$ cat config.mk
export PLATFORM = sky130hd
export DESIGN_NAME = mem_wb_stage
export DESIGN_NICKNAME = d
export VERILOG_FILES = /design/src/rtl/mem_wb_stage.sv
export SDC_FILE = /design/constraint.sdc
export NUM_CORES = 1
export LEC_CHECK = 0
export BUFFER_PORTS_ARGS = -buffer_cell sky130_fd_sc_hd__buf_2
export CAP_MARGIN = 20
export CELL_PAD_IN_SITES_DETAIL_PLACEMENT = 0
export CELL_PAD_IN_SITES_GLOBAL_PLACEMENT = 1
export CORE_AREA = 3 3 127 99
export CTS_CLUSTER_DIAMETER = 40
export DETAILED_ROUTE_END_ITERATION = 16
export DIE_AREA = 0 0 130 102
export PLACE_DENSITY = 0.92
export REMOVE_ABC_BUFFERS = 1
export SYNTH_ARGS = -nofsm -noshare
export SYNTH_HDL_FRONTEND = slang
export SYNTH_SLANG_ARGS = --single-unit
$ cat constraint.sdc
create_clock -name clk -period 3.79 [get_ports clk]
set_input_delay 0.5685 -clock clk [delete_from_list [all_inputs] [get_ports clk]]
set_output_delay 0.5685 -clock clk [all_outputs]
set_load 0.1 [all_outputs]
$ cat src/rtl/mem_wb_stage.sv
// MEM->WB pipeline register: formats load data, selects the writeback value and
// presents {rd, we, data} to the register file through a single-entry valid/ready slot.
module mem_wb_stage #(
   parameter int XLEN       = 32,
   parameter int REG_ADDR_W = 5,
   parameter int CNT_W      = 32
) (
   input  logic                  clk,
   input  logic                  rst,
   input  logic                  in_valid,
   output logic                  in_ready,
   input  logic                  flush,
   input  logic [XLEN-1:0]       alu_result,
   input  logic [XLEN-1:0]       mem_rdata,
   input  logic                  mem_read,
   input  logic [2:0]            funct3,
   input  logic [XLEN-1:0]       pc_plus4,
   input  logic [1:0]            wb_sel,
   input  logic [REG_ADDR_W-1:0] rd,
   input  logic                  reg_write,
   input  logic                  wb_ready,
   output logic                  wb_valid,
   output logic                  wb_we,
   output logic [REG_ADDR_W-1:0] wb_rd,
   output logic [XLEN-1:0]       wb_data,
   output logic                  load_misalign,
   output logic [CNT_W-1:0]      retire_cnt
);

   localparam logic [2:0] F3_LB  = 3'b000;
   localparam logic [2:0] F3_LH  = 3'b001;
   localparam logic [2:0] F3_LW  = 3'b010;
   localparam logic [2:0] F3_LBU = 3'b100;
   localparam logic [2:0] F3_LHU = 3'b101;

   logic                  r_valid;
   logic                  r_we;
   logic [REG_ADDR_W-1:0] r_rd;
   logic [XLEN-1:0]       r_data;
   logic                  r_misalign;
   logic [CNT_W-1:0]      r_retire_cnt;

   logic [1:0]            w_off;
   logic [7:0]            w_byte;
   logic [15:0]           w_half;
   logic [XLEN-1:0]       w_load;
   logic                  w_misalign;
   logic [XLEN-1:0]       w_wb_data;
   logic                  w_we;
   logic                  w_accept;
   logic                  w_complete;
   logic                  w_valid_next;
   logic                  w_unused_addr;

   assign w_off         = alu_result[1:0];
   assign w_unused_addr = ^alu_result[XLEN-1:2];

   always_comb begin
      w_byte = mem_rdata[7:0];
      case (w_off)
         2'd0: w_byte = mem_rdata[7:0];
         2'd1: w_byte = mem_rdata[15:8];
         2'd2: w_byte = mem_rdata[23:16];
         2'd3: w_byte = mem_rdata[31:24];
         default: w_byte = mem_rdata[7:0];
      endcase
      w_half = w_off[1] ? mem_rdata[31:16] : mem_rdata[15:0];
   end

   // Misalignment and reserved encodings only matter for real loads.
   always_comb begin
      w_misalign = 1'b0;
      w_load     = '0;
      case (funct3)
         F3_LB:  w_load = {{(XLEN-8){w_byte[7]}}, w_byte};
         F3_LBU: w_load = {{(XLEN-8){1'b0}}, w_byte};
         F3_LH: begin
            w_load     = {{(XLEN-16){w_half[15]}}, w_half};
            w_misalign = mem_read & w_off[0];
         end
         F3_LHU: begin
            w_load     = {{(XLEN-16){1'b0}}, w_half};
            w_misalign = mem_read & w_off[0];
         end
         F3_LW: begin
            w_load     = mem_rdata;
            w_misalign = mem_read & (w_off != 2'd0);
         end
         default: begin
            w_load     = '0;
            w_misalign = mem_read;
         end
      endcase
      if (w_misalign) begin
         w_load = '0;
      end
   end

   always_comb begin
      w_wb_data = '0;
      case (wb_sel)
         2'b00:   w_wb_data = alu_result;
         2'b01:   w_wb_data = w_load;
         2'b10:   w_wb_data = pc_plus4;
         default: w_wb_data = '0;
      endcase
   end

   assign w_we       = reg_write & (rd != '0) & ~w_misalign;
   assign in_ready   = ~r_valid | wb_ready;
   assign w_accept   = in_valid & in_ready & ~flush;
   assign w_complete = r_valid & wb_ready;

   // Flush wins over a same-cycle accept; a completing entry still retires.
   always_comb begin
      if (flush) begin
         w_valid_next = 1'b0;
      end else if (w_accept) begin
         w_valid_next = 1'b1;
      end else if (w_complete) begin
         w_valid_next = 1'b0;
      end else begin
         w_valid_next = r_valid;
      end
   end

   always_ff @(posedge clk) begin
      if (rst) begin
         r_valid      <= 1'b0;
         r_we         <= 1'b0;
         r_rd         <= '0;
         r_data       <= '0;
         r_misalign   <= 1'b0;
         r_retire_cnt <= '0;
      end else begin
         r_valid <= w_valid_next;
         if (w_accept) begin
            r_we       <= w_we;
            r_rd       <= rd;
            r_data     <= w_wb_data;
            r_misalign <= w_misalign;
         end
         if (w_complete) begin
            r_retire_cnt <= r_retire_cnt + 1'b1;
         end
      end
   end

   assign wb_valid      = r_valid;
   assign wb_we         = r_we;
   assign wb_rd         = r_rd;
   assign wb_data       = r_data;
   assign load_misalign = r_misalign;
   assign retire_cnt    = r_retire_cnt;

endmodule
# == Word level (Yosys, flattened, before mapping) ==
# Cells that the tools add are included.
# word_totals
ff_bits,72
input_bits,113
wordCells,44
# classes
mux,8
n_reduce_logical,9
addsub,1
n_eq_ne,9
n_bitwise,11
# op_table
operator,count
one-hot mux 32 bit (5 select lines),1
one-hot mux 32 bit (3 select lines),1
"adder 32 x 1 -> 32 bit, second input constant",1
two-way mux 32 bit,1
one-hot mux 8 bit (4 select lines),1
two-way mux 16 bit,1
bitwise AND 1 bit,7
"== test 2 bit, second input constant",3
"== test 3 bit, second input constant",2
OR reduction 2 bit,3
nonzero test 5 bit,1
"== test 2 x 1 -> 1 bit, second input constant",2
logical NOT 2 bit,2
nonzero test 2 bit,2
"== test 3 x 1 -> 1 bit, second input constant",1
"== test 3 x 2 -> 1 bit, second input constant",1
logical NOT 3 bit,1
NOT 1 bit,3
one-hot mux 1 bit (3 select lines),1
two-way mux 1 bit,2
OR 1 bit,1

# == Logic depth before layout (Yosys ltp) ==
# Gate-level depths: netlist (run 1).
# depth
depth_word,5
depth_mapped,8
ltp_nobuf,6

# == Least setup slack after synthesis (run 1) ==
# Ideal clock, no wire load.
# synth_path
kind,register -> register
start,"reg r_valid, in the netlist wb_valid"
end,"reg r_data[20], in the netlist wb_data[20]"
path_buffers,2
arrival_time_ps,3115
synth_period_minus_slack_ps,3189
setup_ps,74
slack_ps,601
stages_incl_launch_ff,7
path_cell_list,dfxtp_1 > nand2b_1 > nand3b_1 > buf_2 > clkbuf_1 > a21oi_1 > o22ai_2
# synth_between
elab_chain_cells,4
# synth_lines
item,line,text
from (decl),36,logic r_valid;
from (signal assigned),136,r_valid <= w_valid_next;
NOT 1 bit,110,assign in_ready = ~r_valid | wb_ready;
OR 1 bit,110,
net in_ready,11,"output logic in_ready,"
bitwise AND 1 bit (2 in series),111,assign w_accept = in_valid & in_ready & ~flush;
to (signal assigned),140,r_data <= w_wb_data;
to (decl),39,logic [XLEN-1:0] r_data;
# The timed path passes the listed nets, and every way through them passes these cells.
# A chain may end at the register's enable or synchronous reset.

# == Worst setup path after layout (run 1) ==
# layout_path
start,in alu_result[1]
end,"reg r_data[17], in the netlist wb_data[17]"
# layout_between
elab_chain_cells,5
# layout_lines
item,line,text
from (decl),13,"input logic [XLEN-1:0] alu_result,"
"== test 2 bit, or another cell as far along",60,case (w_off)
one-hot mux 8 bit (4 select lines) / bitwise AND 1 bit (equally long branches),"60, 87",
one-hot mux 32 bit (5 select lines) / one-hot mux 1 bit (3 select lines) (equally long branches),74,case (funct3)
two-way mux 32 bit *,94,if (w_misalign) begin
one-hot mux 32 bit (3 select lines) *,101,case (wb_sel)
# Every way passes the cells marked *; elsewhere a longest branch is shown, timed or not.

==> results_dict.tcl, run 1 <==
set metrics [dict create \
    required_ps 4020 \
    outcome "complete, no violations" \
    fin_tns_setup_ps 0 \
    async_reset_ff_share_pct 0 \
    min_period_ps 2130 \
    yosysMostFrequentCell "dfxtp_1" \
    syn_inst 471 \
    vias_per_cell 5.36 \
    post_cts_buffers 0 \
    power_switching_mw 0.598 \
    seq_area_frac_synth_pct 34.4 \
    cp_num_buf_inv 1 \
    power.internal_mw 1.56 \
    synthTopCellsByCount "72 x dfxtp_1, 52 x a21oi_1, 51 x nor2_1, 39 x mux2i_1, 25 x nand2_1" \
    cts-root-buf "clkbuf_16" \
    synth_seq_cells 72 \
    grt_pass1_wl_mm 20.6 \
    power_frac_comb_pct 18.3 \
    synthFlopType "dfxtp_1" \
    drt_first_pass_iters 5 \
    ctsHoldBuffers 0 \
    die-area_sq_mm 0.0133 \
    num_rows 34 \
    grt_pass1_vias 3935 \
    synth-simple-area-share_pct 21.4 \
    clk_latency_ps 330 \
    hold_viol 0 \
    dp_slack_ps 1350 \
    setup.worst_path.class "primary input to register" \
    synthToLayoutAreaGrowth_pct 31.4 \
    critPathMaxFanout 16 \
    cts_tree "yes" \
    worst_slew_pin_slew_ps 1060 \
    max_freq_ghz 0.470 \
    clkPwrFrac_pct 45.5 \
    io_buffers 185 \
    netlist.area_leader.share_pct 34.4 \
    drt-total-wl_mm 13.5 \
    skew_ps 5.93 \
    synth_edf_count 0 \
    syn-cell-area_sq_mm 0.00419 \
    synth_top_family_by_area "simple AND/OR/NAND/NOR gates" \
    cts_buffer_depth 2 \
    via_count 4213 \
    p_per_area_mw_per_mm2 392 \
    clk_pin_slew_ps 60 \
    max_slew_margin_pct 29.5 \
    muxShareOfSynthArea_pct 12.1 \
    rsz0062_at_grt "false" \
    gp_congestion 0.885 \
    synth_compound_area_share_pct 20.5 \
    whs_ps 423 \
    swShare_pct 27.7 \
    synthAdderAreaFrac_pct 0.299 \
    gr-total-overflow 0 \
    drtIter0Drc 286 \
    htreeDepth 3 \
    ios 186 \
    final.setup.worst_slack_ps 1660 \
    start_util_pct 36.6 \
    seqPwrFrac_pct 36.1 \
    cp_slowest_cell "a2111oi_4" \
    max_stage_delay_ps 880 \
    hold_path_class "primary input to register" \
    yosysWarnings 0 \
    ctsResizeCount 0 \
    ir_drop_mv 0.240 \
    synth_area_leaders "dfxtp_1 34%, mux2i_1 9.3%, a21oi_1 6.2%, xor2_1 4.8%, nor2_1 4.6%" \
    die_h_um 102 \
    power.leakage_nw 2.53 \
    worst_setup_path_start_kind "primary input" \
    antenna_found_initial 0 \
    n_antenna_cell 0 \
    clkSinkCount 72 \
    cap_viol_max_count 0 \
    ant_nets 0 \
    critPathCaptureType "register" \
    fp.dieW_um 130 \
    crit_arrival_ps 2360 \
    synth.distinct_cells 52 \
    nets 751 \
    drive_above_1_share_pct 39.3 \
    synth.largest_area_cell "dfxtp_1" \
    core_area_sq_mm 0.0114 \
    grt_start_max_net_pins 67 \
    drc 0 \
    final_util_pct 48.1 \
    wl_per_cell_um 17.2 \
    grtUsageTotal_pct 19.7 \
    setup_viol 0 \
    period_share_pct 56.2 \
    dp_hpwl_mm 10.4 \
    crit_chain "buf_2 -> mux2_4 -> nor2_1 -> a2111oi_4 -> a21oi_1 -> o22ai_1" \
    synth_xor_area_share_pct 6.27 \
    final_max_slew_viol_count 0 \
    cts_buffers 9 \
    crit_family "compound AO/OA/AOI/OAI gates" \
    avgSynthCellArea_sq_um 8.90 \
]
through the flow:
| step | total power, mW | area [sq um] | instances |
|---|---|---|---|
| floorplan | 1.04 | 4000 | 436 |
| global placement | 1.19 | 5160 | 770 |
| detailed placement | 1.19 | 5160 | 770 |
| CTS | 2.18 | 5510 | 786 |
| global route | 2.24 | 5510 | 786 |
| finish | 2.16 | 5510 | 786 |
per-layer routing:
| metal | GRT usage, % | vias up | wire [um] |
|---|---|---|---|
| li1 | - | 2057 | - |
| met1 | 27.8 | 1973 | 6330 |
| met2 | 31.0 | 169 | 6140 |
| met3 | 4.28 | 14 | 894 |
| met4 | 4.31 | 0 | 181 |
| met5 | 0 | - | 0 |
sequential cells by signal (all words and copies together) (netlist names):
| register | count |
|---|---|
| load_misalign | 1 |
| retire_cnt | 32 |
| wb_data | 32 |
| wb_rd | 5 |
| wb_valid | 1 |
| wb_we | 1 |
final timing paths:
check / cells after the start / to / slack [ps] / startpoint
hold / removal: 2 / wb_valid$_SDFFE_PP0P_ / 420 / flush
hold reg to reg: 2 / wb_we$_SDFFE_PP0P_ / 490 / wb_we$_SDFFE_PP0P_
setup / recovery: 6 / wb_data[17]$_SDFFE_PP0P_ / 1660 / alu_result[1]
setup reg to reg: 5 / retire_cnt[31]$_SDFFE_PP0P_ / 1670 / wb_valid$_SDFFE_PP0P_
kinds of logic (layout without fill, tap and decap cells):
kind of cell / count (synthesis) / in the layout
compound gates: 115 / 115
xor+xnor: 30 / 30
fa+ha+maj: 1 / 1
buf+inv: 41 / 212
flops: 72 / 72
mux: 48 / 48
simple gates: 164 / 164
layout make-up:
type	instances	area, sq um
clock buffer	11	243
clock inverter	5	104
fill	1105	5940
inverter	6	22.5
multi-input combinational	358	2550
sequential	72	1440
tap	144	180
timing repair buffer	190	963
layout by cell type (no fill, tap or decap), types with 5 or more instances in the layout:
master     instances
a22oi_1            8
nor3_1            20
nor2_1            51
inv_1              6
xor2_1            23
o21ai_0           10
mux2_2             5
nand3_1           10
xnor2_1            7
dfxtp_1           72
buf_4              5
o22ai_1            6
clkbuf_16          9
nor3_2             9
and3_1             5
a21oi_1           52
a222oi_1           7
o21a_1             7
buf_2            185
a221oi_2           9
nand2_1           25
nand4_1           16
mux2i_1           39
nor2b_1            8
o22ai_2           10
power by group through the flow:
stage | logic (mW) | clock network, mW | registers [mW]
after detailed placement | 0.395 | 0 | 0.797
after global placement | 0.390 | 0 | 0.796
after global routing | 0.426 | 1.03 | 0.782
after CTS | 0.396 | 1.00 | 0.780
after floorplan | 0.140 | 0 | 0.897
final | 0.396 | 0.983 | 0.781
Note: power is estimated with default switching activity, not from simulation.
==> run 2: changes to the inputs <==
- CORE_AREA: 3 3 127 99 -> 3 3 139 107
- DIE_AREA: 0 0 130 102 -> 0 0 142 110
- PLACE_DENSITY: 0.92 -> 0.83
- clock period: 3.79 -> 1.8 ns (I/O delays scaled with it)
==> run 2 against run 1 <==
Net effect:
- cell area up 7.6%
- global-route usage decreased by 1.8 points
- core utilization down 4.7 points
- total power up 110%
- register-to-register slack lost 1500 ps
- sequential cell count is the same
- sequential power grew 110%
- via count increased by 4.2%
- largest power group unchanged
- clock skew hardly changed
- clock power rose by 110%
- die area increased by 18%
==> results_dict.tcl, run 2 (synthesis results as in run 1) <==
set metrics [dict create \
    period_share_pct 91.7 \
    dp_slack_ps -129 \
    power_switching_mw 1.29 \
    clkPwrFrac_pct 44.9 \
    ctsHoldBuffers 0 \
    whs_ps 115 \
    ios 186 \
    num_rows 37 \
    htreeDepth 3 \
    cts_tree "yes" \
    gr-total-overflow 0 \
    grtUsageTotal_pct 17.9 \
    n_antenna_cell 0 \
    drive_above_1_share_pct 42.7 \
    required_ps 2010 \
    clk_latency_ps 330 \
    max_slew_margin_pct 52.1 \
    grt_pass1_wl_mm 22.3 \
    grt_pass1_vias 4354 \
    dp_hpwl_mm 11.4 \
    power_frac_comb_pct 19.7 \
    max_freq_ghz 0.606 \
    drtIter0Drc 304 \
    top_layer "met4" \
    wl_met2_mm 6.86 \
    multi_input_area_sq_mm 0.00256 \
    ant_nets 0 \
    wl_per_cell_um 17.1 \
    cts_buffer_depth 2 \
    gp_congestion 0.897 \
    critPathCaptureType "register" \
    cap_viol_max_count 0 \
    die_h_um 110 \
    rsz0062_at_grt "false" \
    hold_viol 0 \
    min_period_ps 1650 \
    antenna_found_initial 0 \
    worst_setup_path_start_kind "register" \
    clk_pin_slew_ps 60 \
    critPathMaxFanout 11 \
    outcome "complete, no violations" \
    seqPwrFrac_pct 35.5 \
    skew_ps 5.84 \
    via_count 4391 \
    nFillCells 1331 \
    swShare_pct 27.8 \
    final_max_slew_viol_count 0 \
    io_buffers 185 \
    setup_viol 0 \
    setup.worst_path.class "register to register" \
    drc 0 \
    ir_drop_mv 0.424 \
    clkSinkCount 72 \
    power.internal_mw 3.35 \
    fp.dieW_um 142 \
    drt-total-wl_mm 14.6 \
    cts-root-buf "clkbuf_16" \
    final_common_cell "buf_2" \
    p_per_area_mw_per_mm2 782 \
    regArea_sq_mm 0.00144 \
    die-area_sq_mm 0.0156 \
    met3_length_um 927 \
    core_area_sq_mm 0.0137 \
    crit_arrival_ps 1860 \
    vias_per_cell 5.15 \
    wirelength_met1_mm 6.60 \
    drt_first_pass_iters 6 \
    final.setup.worst_slack_ps 149 \
    hold_path_class "primary input to register" \
    synthToLayoutAreaGrowth_pct 41.4 \
    grt_start_max_net_pins 47 \
    start_util_pct 30.7 \
    final_cell_mix "185 x buf_2, 72 x dfxtp_1, 52 x a21oi_1" \
    worst_slew_pin_slew_ps 716 \
    cts_buffers 9 \
    nets 786 \
    power.leakage_nw 2.74 \
]
==> run 2: cell count changes in the layout (fill, tap and decap cells not counted) <==
cell | previous run | this run
nor4_2 | 3 | 5
buf_4 | 5 | 32
buf_12 | 0 | 7
clkbuf_16 | 9 | 10
nor4_1 | 3 | 1
==> run 2: path summary, 6_finish.rpt <==
path / startpoint / end / slack, ps / cells past startpoint
worst min register to register: wb_rd[4]$_SDFFE_PP0P_ / wb_rd[4]$_SDFFE_PP0P_ / 490 / 2
worst min-delay path: flush / wb_valid$_SDFFE_PP0P_ / 110 / 2
worst max-delay path: retire_cnt[8]$_SDFFE_PP0P_ / retire_cnt[25]$_SDFFE_PP0P_ / 150 / 6
worst max register to register: retire_cnt[8]$_SDFFE_PP0P_ / retire_cnt[25]$_SDFFE_PP0P_ / 150 / 6
==> run 2: routing by layer <==
metal | up-vias | track usage (%)
li1 | 2130 | -
met1 | 2081 | 24.0
met2 | 168 | 29.9
met3 | 12 | 3.19
met4 | 0 | 4.73
met5 | - | 0
==> run 2: cell type report <==
cell class              count  area share, %
flip-flops and latches     72           24.3
well taps                 175           3.70
multi-input cells         358           43.3
clock buffers              11           4.10
inverters                   6          0.380
repair buffers            225           22.5
clock inverters             5           1.75
==> run 2: metrics by stage <==
stage | cells | setup TNS, ps | power (mW) | utilization, % | instance area (sq um)
after floorplan | 436 | -126500 | 2.18 | - | 4000
after global placement | 834 | -12.4 | 2.56 | 40.5 | 5530
after detailed placement | 834 | -1900 | 2.58 | 40.5 | 5530
after CTS | 850 | 0 | 4.68 | 43.1 | 5880
after global routing | 852 | 0 | 4.83 | 43.4 | 5930
final | 852 | 0 | 4.63 | 43.4 | 5930
==> run 2: timing repair <==
action                     CTS  global route
resized for setup            0             2
buffers inserted             0             1
setup endpoints to repair    0            11
==> run 2: power groups by stage <==
stage	logic (mW)	clock network (mW)	registers, mW
final	0.911	2.08	1.64
after detailed placement	0.900	0	1.68
after global routing	0.976	2.20	1.65
after CTS	0.901	2.14	1.64
after floorplan	0.295	0	1.89
after global placement	0.880	0	1.68
==> run 2: critical path, stage by stage (launching register included) <==
cell and delay, ps:
dfxtp_1 380, nand4_1 270, nor4_2 320, buf_4 220
nand3_1 110, xor2_1 190, nor2_1 60
